$ cat src/rtl/acondicionador_botones_pkg.sv
// Shared definitions for the push-button conditioner: debouncer FSM state
// encodings and the default instance sizing.
package acondicionador_botones_pkg;

  localparam int CANT_BOTONES_DEF   = 4;
  localparam int CICLOS_ESTABLE_DEF = 1_000_000;

  typedef enum logic [1:0] {
    REPOSO      = 2'b00,
    VALIDA_ALTO = 2'b01,
    PRESIONADO  = 2'b10,
    VALIDA_BAJO = 2'b11
  } estado_e;

  // The accepted level is high while pressed or while a release is still unproven.
  function automatic logic es_nivel_alto(input estado_e estado);
    return (estado == PRESIONADO) || (estado == VALIDA_BAJO);
  endfunction

endpackage

$ cat src/rtl/acondicionador_botones_debouncer.sv
// One button: 2-flop synchronizer, debounce FSM and stability counter.
// Raises a combinational press candidate on the edge the press is accepted.
module debouncer_boton
  import acondicionador_botones_pkg::*;
#(
  parameter int CICLOS_ESTABLE = CICLOS_ESTABLE_DEF
) (
  input  logic clk,
  input  logic rst_n,
  input  logic raw,
  output logic nivel,
  output logic candidato
);

  localparam int               ANCHO  = $clog2(CICLOS_ESTABLE + 1);
  localparam logic [ANCHO-1:0] ULTIMO = ANCHO'(CICLOS_ESTABLE - 1);
  localparam logic [ANCHO-1:0] UNO    = ANCHO'(1);

  logic [1:0]       sincro;
  logic             sinc;
  estado_e          estado, estado_sig;
  logic [ANCHO-1:0] contador, contador_sig;

  // NOTE: every clocked process uses non-blocking assignments so that all
  // flops sample their inputs from the same edge, independent of block order.
  always_ff @(posedge clk or negedge rst_n) begin
    if (!rst_n) begin
      sincro <= '0;
    end else begin
      sincro <= {sincro[0], raw};
    end
  end

  assign sinc = sincro[1];

  always_ff @(posedge clk or negedge rst_n) begin
    if (!rst_n) begin
      estado   <= REPOSO;
      contador <= '0;
      nivel    <= 1'b0;
    end else begin
      estado   <= estado_sig;
      contador <= contador_sig;
      nivel    <= es_nivel_alto(estado_sig);
    end
  end

  // NOTE: defaults are assigned before the case so no path leaves an output
  // unassigned, which would otherwise infer a latch.
  always_comb begin
    estado_sig   = estado;
    contador_sig = contador;
    candidato    = 1'b0;
    unique case (estado)
      REPOSO: begin
        if (sinc) begin
          estado_sig   = VALIDA_ALTO;
          contador_sig = '0;
        end
      end
      VALIDA_ALTO: begin
        if (!sinc) begin
          estado_sig = REPOSO;
        end else if (contador == ULTIMO) begin
          estado_sig = PRESIONADO;
          candidato  = 1'b1;
        end else begin
          contador_sig = contador + UNO;
        end
      end
      PRESIONADO: begin
        if (!sinc) begin
          estado_sig   = VALIDA_BAJO;
          contador_sig = '0;
        end
      end
      VALIDA_BAJO: begin
        // A bounce back to pressed returns silently; only real presses pulse.
        if (sinc) begin
          estado_sig = PRESIONADO;
        end else if (contador == ULTIMO) begin
          estado_sig = REPOSO;
        end else begin
          contador_sig = contador + UNO;
        end
      end
      default: estado_sig = REPOSO;
    endcase
  end

endmodule

$ cat src/rtl/acondicionador_botones.sv
// Push-button conditioner: per-button debouncers, lowest-index-wins press
// arbiter and the registered one-hot press pulse output.
module acondicionador_botones
  import acondicionador_botones_pkg::*;
#(
  parameter int CANT_BOTONES   = CANT_BOTONES_DEF,
  parameter int CICLOS_ESTABLE = CICLOS_ESTABLE_DEF
) (
  input  logic                    i_clock,
  input  logic                    i_reset,
  input  logic [CANT_BOTONES-1:0] i_botones_raw,
  output logic [CANT_BOTONES-1:0] o_botones,
  output logic [CANT_BOTONES-1:0] o_niveles
);

  logic [CANT_BOTONES-1:0] candidatos;
  logic [CANT_BOTONES-1:0] niveles;
  logic [CANT_BOTONES-1:0] ganador;
  logic                    tomado;

  for (genvar g = 0; g < CANT_BOTONES; g++) begin : g_boton
    debouncer_boton #(
      .CICLOS_ESTABLE(CICLOS_ESTABLE)
    ) u_debouncer (
      .clk      (i_clock),
      .rst_n    (i_reset),
      .raw      (i_botones_raw[g]),
      .nivel    (niveles[g]),
      .candidato(candidatos[g])
    );
  end

  // Losing candidates are simply dropped: their FSMs still enter PRESIONADO.
  always_comb begin
    ganador = '0;
    tomado  = 1'b0;
    for (int i = 0; i < CANT_BOTONES; i++) begin
      if (candidatos[i] && !tomado) begin
        ganador[i] = 1'b1;
        tomado     = 1'b1;
      end
    end
  end

  always_ff @(posedge i_clock or negedge i_reset) begin
    if (!i_reset) begin
      o_botones <= '0;
    end else begin
      o_botones <= ganador;
    end
  end

  // Levels are already registered alongside each FSM state.
  assign o_niveles = niveles;

endmodule

$ cat config.mk
export PLATFORM = sky130hd
export DESIGN_NAME = acondicionador_botones
export DESIGN_NICKNAME = d
export VERILOG_FILES = /design/src/rtl/acondicionador_botones_pkg.sv /design/src/rtl/acondicionador_botones_debouncer.sv /design/src/rtl/acondicionador_botones.sv
export SDC_FILE = /design/constraint.sdc
export NUM_CORES = 1
export LEC_CHECK = 0
export ABC_AREA = 1
export BUFFER_PORTS_ARGS = -buffer_cell sky130_fd_sc_hd__buf_2
export CAP_MARGIN = 20
export CORE_MARGIN = 10
export CORE_UTILIZATION = 35
export CTS_CLUSTER_DIAMETER = 100
export CTS_CLUSTER_SIZE = 16
export DETAILED_ROUTE_END_ITERATION = 8
export GPL_TIMING_DRIVEN = 0
export PLACE_DENSITY_LB_ADDON = 0.15
export SYNTH_ARGS = -nofsm -noshare
export SYNTH_HDL_FRONTEND = slang
export SYNTH_SLANG_ARGS = --single-unit
$ cat constraint.sdc
create_clock -name i_clock -period 2 [get_ports i_clock]
set_clock_uncertainty 0.1 [all_clocks]
set_input_delay 0.2 -clock i_clock [delete_from_list [all_inputs] [get_ports i_clock]]
set_output_delay 0.2 -clock i_clock [all_outputs]
set_load 0.005 [all_outputs]
==> run_results.csv, run 1 <==
group,metric,value,unit
clock_tree,insertion_delay,0.36,ns
clock_tree,path_clk_slew,0.07,ns
yosys,synth-async-reset-ratio,1.00,
drt,ant_nets,0,
die,die_width,154,um
yosys,synth-main-ff-cell,"dfrtp_1",
sta,setup_ws,0.154,ns
yosys,synth.most_common_cell,"nand2_1",
critical_path,path_delay_family,"simple AND/OR/NAND/NOR gates",
worst_hold_path,holdCritStartpoint,"g_boton[0].u_debouncer.sincro[0]",
sta,max_slew_margin,0.584,
critical_path,path_cells,"ha_4 > nand3_2 > nor2_2 > nand3_2 > nor2_4 > nor2_4 > inv_4 > buf_6 > o21ai_0",
global_routing,grt_max_degree,59,
die,design.core.area,17500,sq um
placed_design,portBuffers,13,
die,ios,14,
clock_tree,clockBufferDepth,2,
global_routing,grt_usage,0.136,
worst_hold_path,hold_class,"reg -> reg",
pwr,power,0.00438,W
placed_design,pre_cts_ws,-0.0893,ns
cells_and_area,layout.nets,947,
die,rows,48,
yosys,synth_top_area_frac,0.414,
cells_and_area,nFillCells,1782,
sta,layout_min_cycle_time,1.85,ns
drt,drt-total-wl,15.7,mm
placed_design,dp.cells,1138,
cells_and_area,fin_area,7170,sq um
pwr,power_density,612,nW/um^2
cells_and_area,area_delta_synth_final,13.9,%
clock_tree,h-tree-depth,3,
clock_tree,cts_sinks,104,
clock_tree,cts_root_buf,"clkbuf_16",
critical_path,crit_type,"reg -> reg",
pwr,power_leakage,3.00,nW
placed_design,hpwlAfterDp,11.3,mm
drt,num_vias,5737,
yosys,synthTopCellsByCount,"317 x nand2_1, 124 x nor2_1, 104 x dfrtp_1, 84 x nand3_1, 70 x inv_1",
drt,drc_errors,0,
sta,hold_viol_final,0,
yosys,synthTopCellsByArea,"dfrtp_1 41%, nand2_1 19%, nor2_1 7.4%",
cells_and_area,seq_area,2610,sq um
sta,fmax,542,MHz
yosys,synth_area,6290,sq um
critical_path,path_max_fanout,10,
sta,rsz0062_at_grt,"no",
global_routing,antenna_found_initial,0,
cells_and_area,fin_cells,1167,
global_routing,grt_pass1_vias,5439,
yosys,ys_warn_count,0,
die,die_area,23700,sq um
yosys,synthCells,899,
yosys,synth_seq_cells,104,
drt,drt_iter0_drc,421,
critical_path,path_buf_inv,2,
yosys,ys_types,30,
sta,final.period_utilization,0.923,
worst_hold_path,worstHoldPathCells,0,
outcome,status,"complete, no violations",
flow_run,max-cap-violations,0,
worst_hold_path,hold_path_end,"g_boton[0].u_debouncer.sincro[1]",
yosys,syn_nets,909,
yosys,synth-edff-count,0,
pwr,ir_worst_vdd,0.578,mV
die,start_util,0.360,
clock_tree,cts_made_buffers,9,
global_routing,grt_pass1_wl,27.2,mm
critical_path,max_stage_delay,0.41,ns
critical_path,crit_path_end_kind,"flop",
critical_path,worstPathArrival,1.98,ns
die,die_h,154,um
critical_path,reg2reg_depth,9,
yosys,synth_top_area_cell,"dfrtp_1",
drt,dr.pass1.iters,5,
critical_path,r2r_slack,0.15,ns
placed_design,gp_congestion,0.919,
cells_and_area,final_layout_size_suffix_gt1_frac,0.108,
clock_tree,cts_tree,"built",
global_routing,grt.overflow.total,0,
sta,setup_viol_count_final,0,
sta,tightest_slew,0.624,ns
yosys,synth_area_per_cell,7.00,sq um
critical_path,crit_slowest_cell,"dfrtp_2",
cells_and_area,multi_input_area,3290,sq um
yosys,ys_seq_area_frac,0.414,
drt,routed_via_density,4.92,
critical_path,cp-start-kind,"flop",
drt,avgRoutedWirePerCell,13.5,um
placed_design,place_area,6670,sq um
sta,tns,0,ns
critical_path,critPathRequiredTime,2.14,ns
critical_path,rr_endpoint,"g_boton[1].u_debouncer.contador[14]",
sta,maxSlewViolCount,0,
cells_and_area,n_antenna_cell,0,
critical_path,r2r_start,"g_boton[1].u_debouncer.contador[0]",
[how the worst max path moves through the flow]
stage,from,end,depth (start not counted),slack (ns)
6_report,g_boton[1].u_debouncer.contador[0],g_boton[1].u_debouncer.contador[14],9,0.15
5_1_grt,g_boton[1].u_debouncer.contador[1],g_boton[1].u_debouncer.contador[16],10,0.0002
4_1_cts,g_boton[1].u_debouncer.contador[0],g_boton[1].u_debouncer.contador[14],9,0.004
3_5_place_dp,g_boton[2].u_debouncer.contador[0],g_boton[2].u_debouncer.contador[10],9,-0.09
3_3_place_gp,i_reset,g_boton[1].u_debouncer.contador[15],1,-0.70
2_1_floorplan,g_boton[1].u_debouncer.contador[0],g_boton[1].u_debouncer.contador[18],9,0.30
[cell families after synthesis]
| family | share of synthesized area |
|---|---|
| AO/OA/AOI/OAI | 0.0765 |
| AND/OR/NAND/NOR | 0.405 |
| XOR/XNOR | 0.0223 |
| buffers and inverters | 0.0746 |
| flip-flops | 0.414 |
| adder cells (fa/ha/maj) | 0.00795 |
[layout make-up]
type | instances | area share
Timing Repair Buffer | 27 | 0.0286
Tap cell | 225 | 0.0393
Clock buffer | 10 | 0.0333
Inverter | 73 | 0.0400
Sequential cell | 104 | 0.364
Multi-Input combinational cell | 697 | 0.459
Clock inverter | 6 | 0.0105
Buffer | 25 | 0.0255
[through the flow]
step,hold WS [ns],utilization
after floorplan,-0.196,-
after global placement,0.210,0.380
after detailed placement,0.166,0.382
after CTS,0.256,0.404
after global routing,0.282,0.410
final,0.255,0.410
[flip-flops by register name (all words and copies together), names as in the netlist]
| register | flops |
|---|---|
| g_boton.u_debouncer.sincro | 8 |
| g_boton.u_debouncer.contador | 80 |
| o_botones | 4 |
| g_boton.u_debouncer.estado | 8 |
| g_boton.u_debouncer.nivel | 4 |
[power breakdown]
group	internal (W)	switching, W	leakage (nW)
sequential	0.00214	0.0000497	1.41
combinational	0.000105	0.000197	1.44
clock	0.00102	0.000865	0.151
[cell usage in the layout (no fill, tap or decap), drive strengths merged]
master       instances
clkinvlp             1
and2                 3
nor3b                1
nand4               31
bufinv               1
nand2              317
dfrtp              104
buf                 45
inv                 75
o21ai               69
xor2                12
ha                   4
a21oi                4
or2                 10
xnor2                4
dlygate4sd3          5
nor2               131
clkbuf              12
o21bai              13
nor3                 2
nand3b               5
clkinv               2
nand3               91
[metal layers]
metal  GRT usage  share of wire  wire length, um
met5           0              0                0
met4      0.0387          0.011              175
met3      0.0271          0.033              515
met2       0.209           0.45             6990
met1       0.188           0.51             8020
[repair_timing]
item                                   CTS  global route
hold buffers                             5             0
setup endpoints to repair               44            81
gates resized for setup                  5            13
pin swaps                                0             2
endpoints found under the hold margin   50             0
buffers inserted                         0             8
Power figures use the tool's default switching activity.
==> run 2: changes to the inputs <==
--- a/config.mk
+++ b/config.mk
@@ -8,10 +8,11 @@
 export ABC_AREA = 1
 export BUFFER_PORTS_ARGS = -buffer_cell sky130_fd_sc_hd__buf_2
 export CAP_MARGIN = 20
+export CORE_ASPECT_RATIO = 0.75
 export CORE_MARGIN = 10
 export CORE_UTILIZATION = 35
 export CTS_CLUSTER_DIAMETER = 100
-export CTS_CLUSTER_SIZE = 16
+export CTS_CLUSTER_SIZE = 20
 export DETAILED_ROUTE_END_ITERATION = 8
 export GPL_TIMING_DRIVEN = 0
 export PLACE_DENSITY_LB_ADDON = 0.15
==> run 2 against run 1 <==
Sequential share of layout area increased by 0.068 points. Core utilization decreased by 0.48 points. Global-route usage increased by 0.27 points. Non-clock buffer count decreased by 4. First-iteration DRC count increased by 19%. Flip-flop and latch count unchanged. Sequential power about the same.
==> run_results.csv, run 2 (synthesized netlist as in run 1, its figures left out) <==
group,metric,value,unit
outcome,status,"complete, no violations",
die,rows,42,
drt,routed_via_density,4.87,
die,die_width,175,um
critical_path,crit_path_end_kind,"flop",
clock_tree,cts_made_buffers,9,
flow_run,max-cap-violations,0,
drt,ant_nets,0,
sta,max_slew_margin,0.658,
sta,layout_min_cycle_time,1.88,ns
critical_path,crit_type,"reg -> reg",
cells_and_area,largest_reg_flops,80,
critical_path,path_buf_inv,2,
sta,setup_viol_count_final,0,
sta,final.period_utilization,0.939,
global_routing,grt_max_degree,70,
critical_path,critPathRequiredTime,2.15,ns
cells_and_area,final_layout_size_suffix_gt1_frac,0.107,
global_routing,grt_pass1_vias,5135,
cells_and_area,area_delta_synth_final,13.8,%
critical_path,cp.depth,9,
die,ios,14,
worst_hold_path,hold_class,"in -> async",
global_routing,grt_pass1_wl,27.0,mm
clock_tree,clockBufferDepth,2,
cells_and_area,fin_cells,1180,
die,start_util,0.356,
drt,drt-total-wl,16.1,mm
sta,rsz0062_at_grt,"yes",
cells_and_area,layout_common_cells,"317 x nand2_1, 122 x nor2_1, 97 x dfrtp_1",
critical_path,crit_start,"g_boton[3].u_debouncer.contador[1]",
clock_tree,cts_tree,"built",
drt,dr.pass1.iters,5,
clock_tree,path_clk_slew,0.08,ns
sta,tns,0,ns
clock_tree,h-tree-depth,3,
placed_design,gp_congestion,0.909,
cells_and_area,n_antenna_cell,0,
critical_path,path_cells,"ha_4 > nand3_2 > nor2_1 > nand3_2 > nor2_4 > nor2_4 > inv_6 > buf_6 > o21ai_0",
critical_path,r2r_start,"g_boton[3].u_debouncer.contador[1]",
die,design.core.area,17700,sq um
cells_and_area,reg_top3,"g_boton.u_debouncer.contador x80, g_boton.u_debouncer.estado x8, g_boton.u_debouncer.sincro x8",
global_routing,grt.overflow.total,0,
global_routing,antenna_found_initial,0,
clock_tree,cts_sinks,104,
sta,hold_viol_final,0,
drt,avgRoutedWirePerCell,13.6,um
sta,fmax,533,MHz
critical_path,worstPathArrival,2.02,ns
die,die_h,136,um
drt,drc_errors,0,
sta,tightest_slew,0.513,ns
cells_and_area,top_register,"g_boton.u_debouncer.contador",
critical_path,reg2reg_depth,9,
critical_path,path_delay_family,"simple AND/OR/NAND/NOR gates",
critical_path,max_stage_delay,0.41,ns
sta,maxSlewViolCount,0,
critical_path,cp-start-kind,"flop",
clock_tree,cts_root_buf,"clkbuf_16",
critical_path,crit_slowest_cell,"dfrtp_2",
drt,num_vias,5745,
placed_design,portBuffers,13,
drt,drt_iter0_drc,500,
die,die_area,23800,sq um
placed_design,hpwlAfterDp,11.5,mm
pwr,ir_worst_vdd,0.299,mV
critical_path,path_max_fanout,10,
pwr,power_density,614,nW/um^2
cells_and_area,nFillCells,1887,
pwr,power_leakage,2.98,nW
cells_and_area,layout.nets,943,
clock_tree,insertion_delay,0.36,ns
global_routing,grt_usage,0.139,
placed_design,dp.cells,1155,
cells_and_area,layout_commonest_cell,"nand2_1",
run 2: changes by cell type in the layout (fill, tap and decap cells not counted), sizes merged:
cell,change
inv,+1
buf,-4
clkinv,+1
clkbuf,-1
clkinvlp,-1
run 2: worst paths after layout:
kind | end | slack (ns)
hold / removal | g_boton[2].u_debouncer.contador[11] | 0.25
min in group i_clock | g_boton[0].u_debouncer.sincro[1] | 0.25
setup reg to reg | g_boton[3].u_debouncer.contador[9] | 0.12
hold reg to reg | g_boton[0].u_debouncer.sincro[1] | 0.25
setup / recovery | g_boton[3].u_debouncer.contador[9] | 0.12
max in group asynchronous | g_boton[1].u_debouncer.contador[0] | 0.83
run 2: metal layers:
layer,vias to the layer above,track usage,share of wire
met5,-,0,0
met4,0,0.0324,0.0094
met3,13,0.0297,0.047
met2,115,0.195,0.41
met1,2661,0.210,0.54
li1,2956,-,-
run 2: metrics by stage:
| step | power (W) | hold WS, ns | setup slack, ns | cell area [sq um] | util |
|---|---|---|---|---|---|
| floorplan | 0.00237 | -0.196 | 0.296 | 6290 | - |
| global placement | 0.00249 | 0.210 | -0.663 | 6660 | 0.377 |
| detailed placement | 0.00250 | 0.112 | -0.0576 | 6690 | 0.379 |
| CTS | 0.00445 | 0.257 | 0.0306 | 7070 | 0.401 |
| global route | 0.00460 | 0.262 | -0.0105 | 7160 | 0.405 |
| finish | 0.00440 | 0.252 | 0.123 | 7160 | 0.405 |
run 2: final cells by class:
class | instances | area [sq um] | area share
plain buffers | 25 | 183 | 0.0255
flip-flops and latches | 104 | 2610 | 0.365
multi-input cells | 697 | 3290 | 0.459
clock inverters | 7 | 88.8 | 0.0124
repair buffers | 23 | 175 | 0.0245
inverters | 73 | 287 | 0.0400
well taps | 242 | 303 | 0.0423
clock buffers | 9 | 225 | 0.0315
run 2: power breakdown:
group	total [W]	switching (W)	internal, W
clock	0.00190	0.000898	0.00100
sequential	0.00219	0.0000494	0.00214
combinational	0.000305	0.000200	0.000105
run 2: repair_timing:
item / 4_1_cts / 5_1_grt
hold endpoints to repair: 39 / 0
setup endpoints to repair: 44 / 79
resized for setup: 7 / 12
cloned: 0 / 0
buffers inserted: 0 / 4
hold buffers: 5 / 0
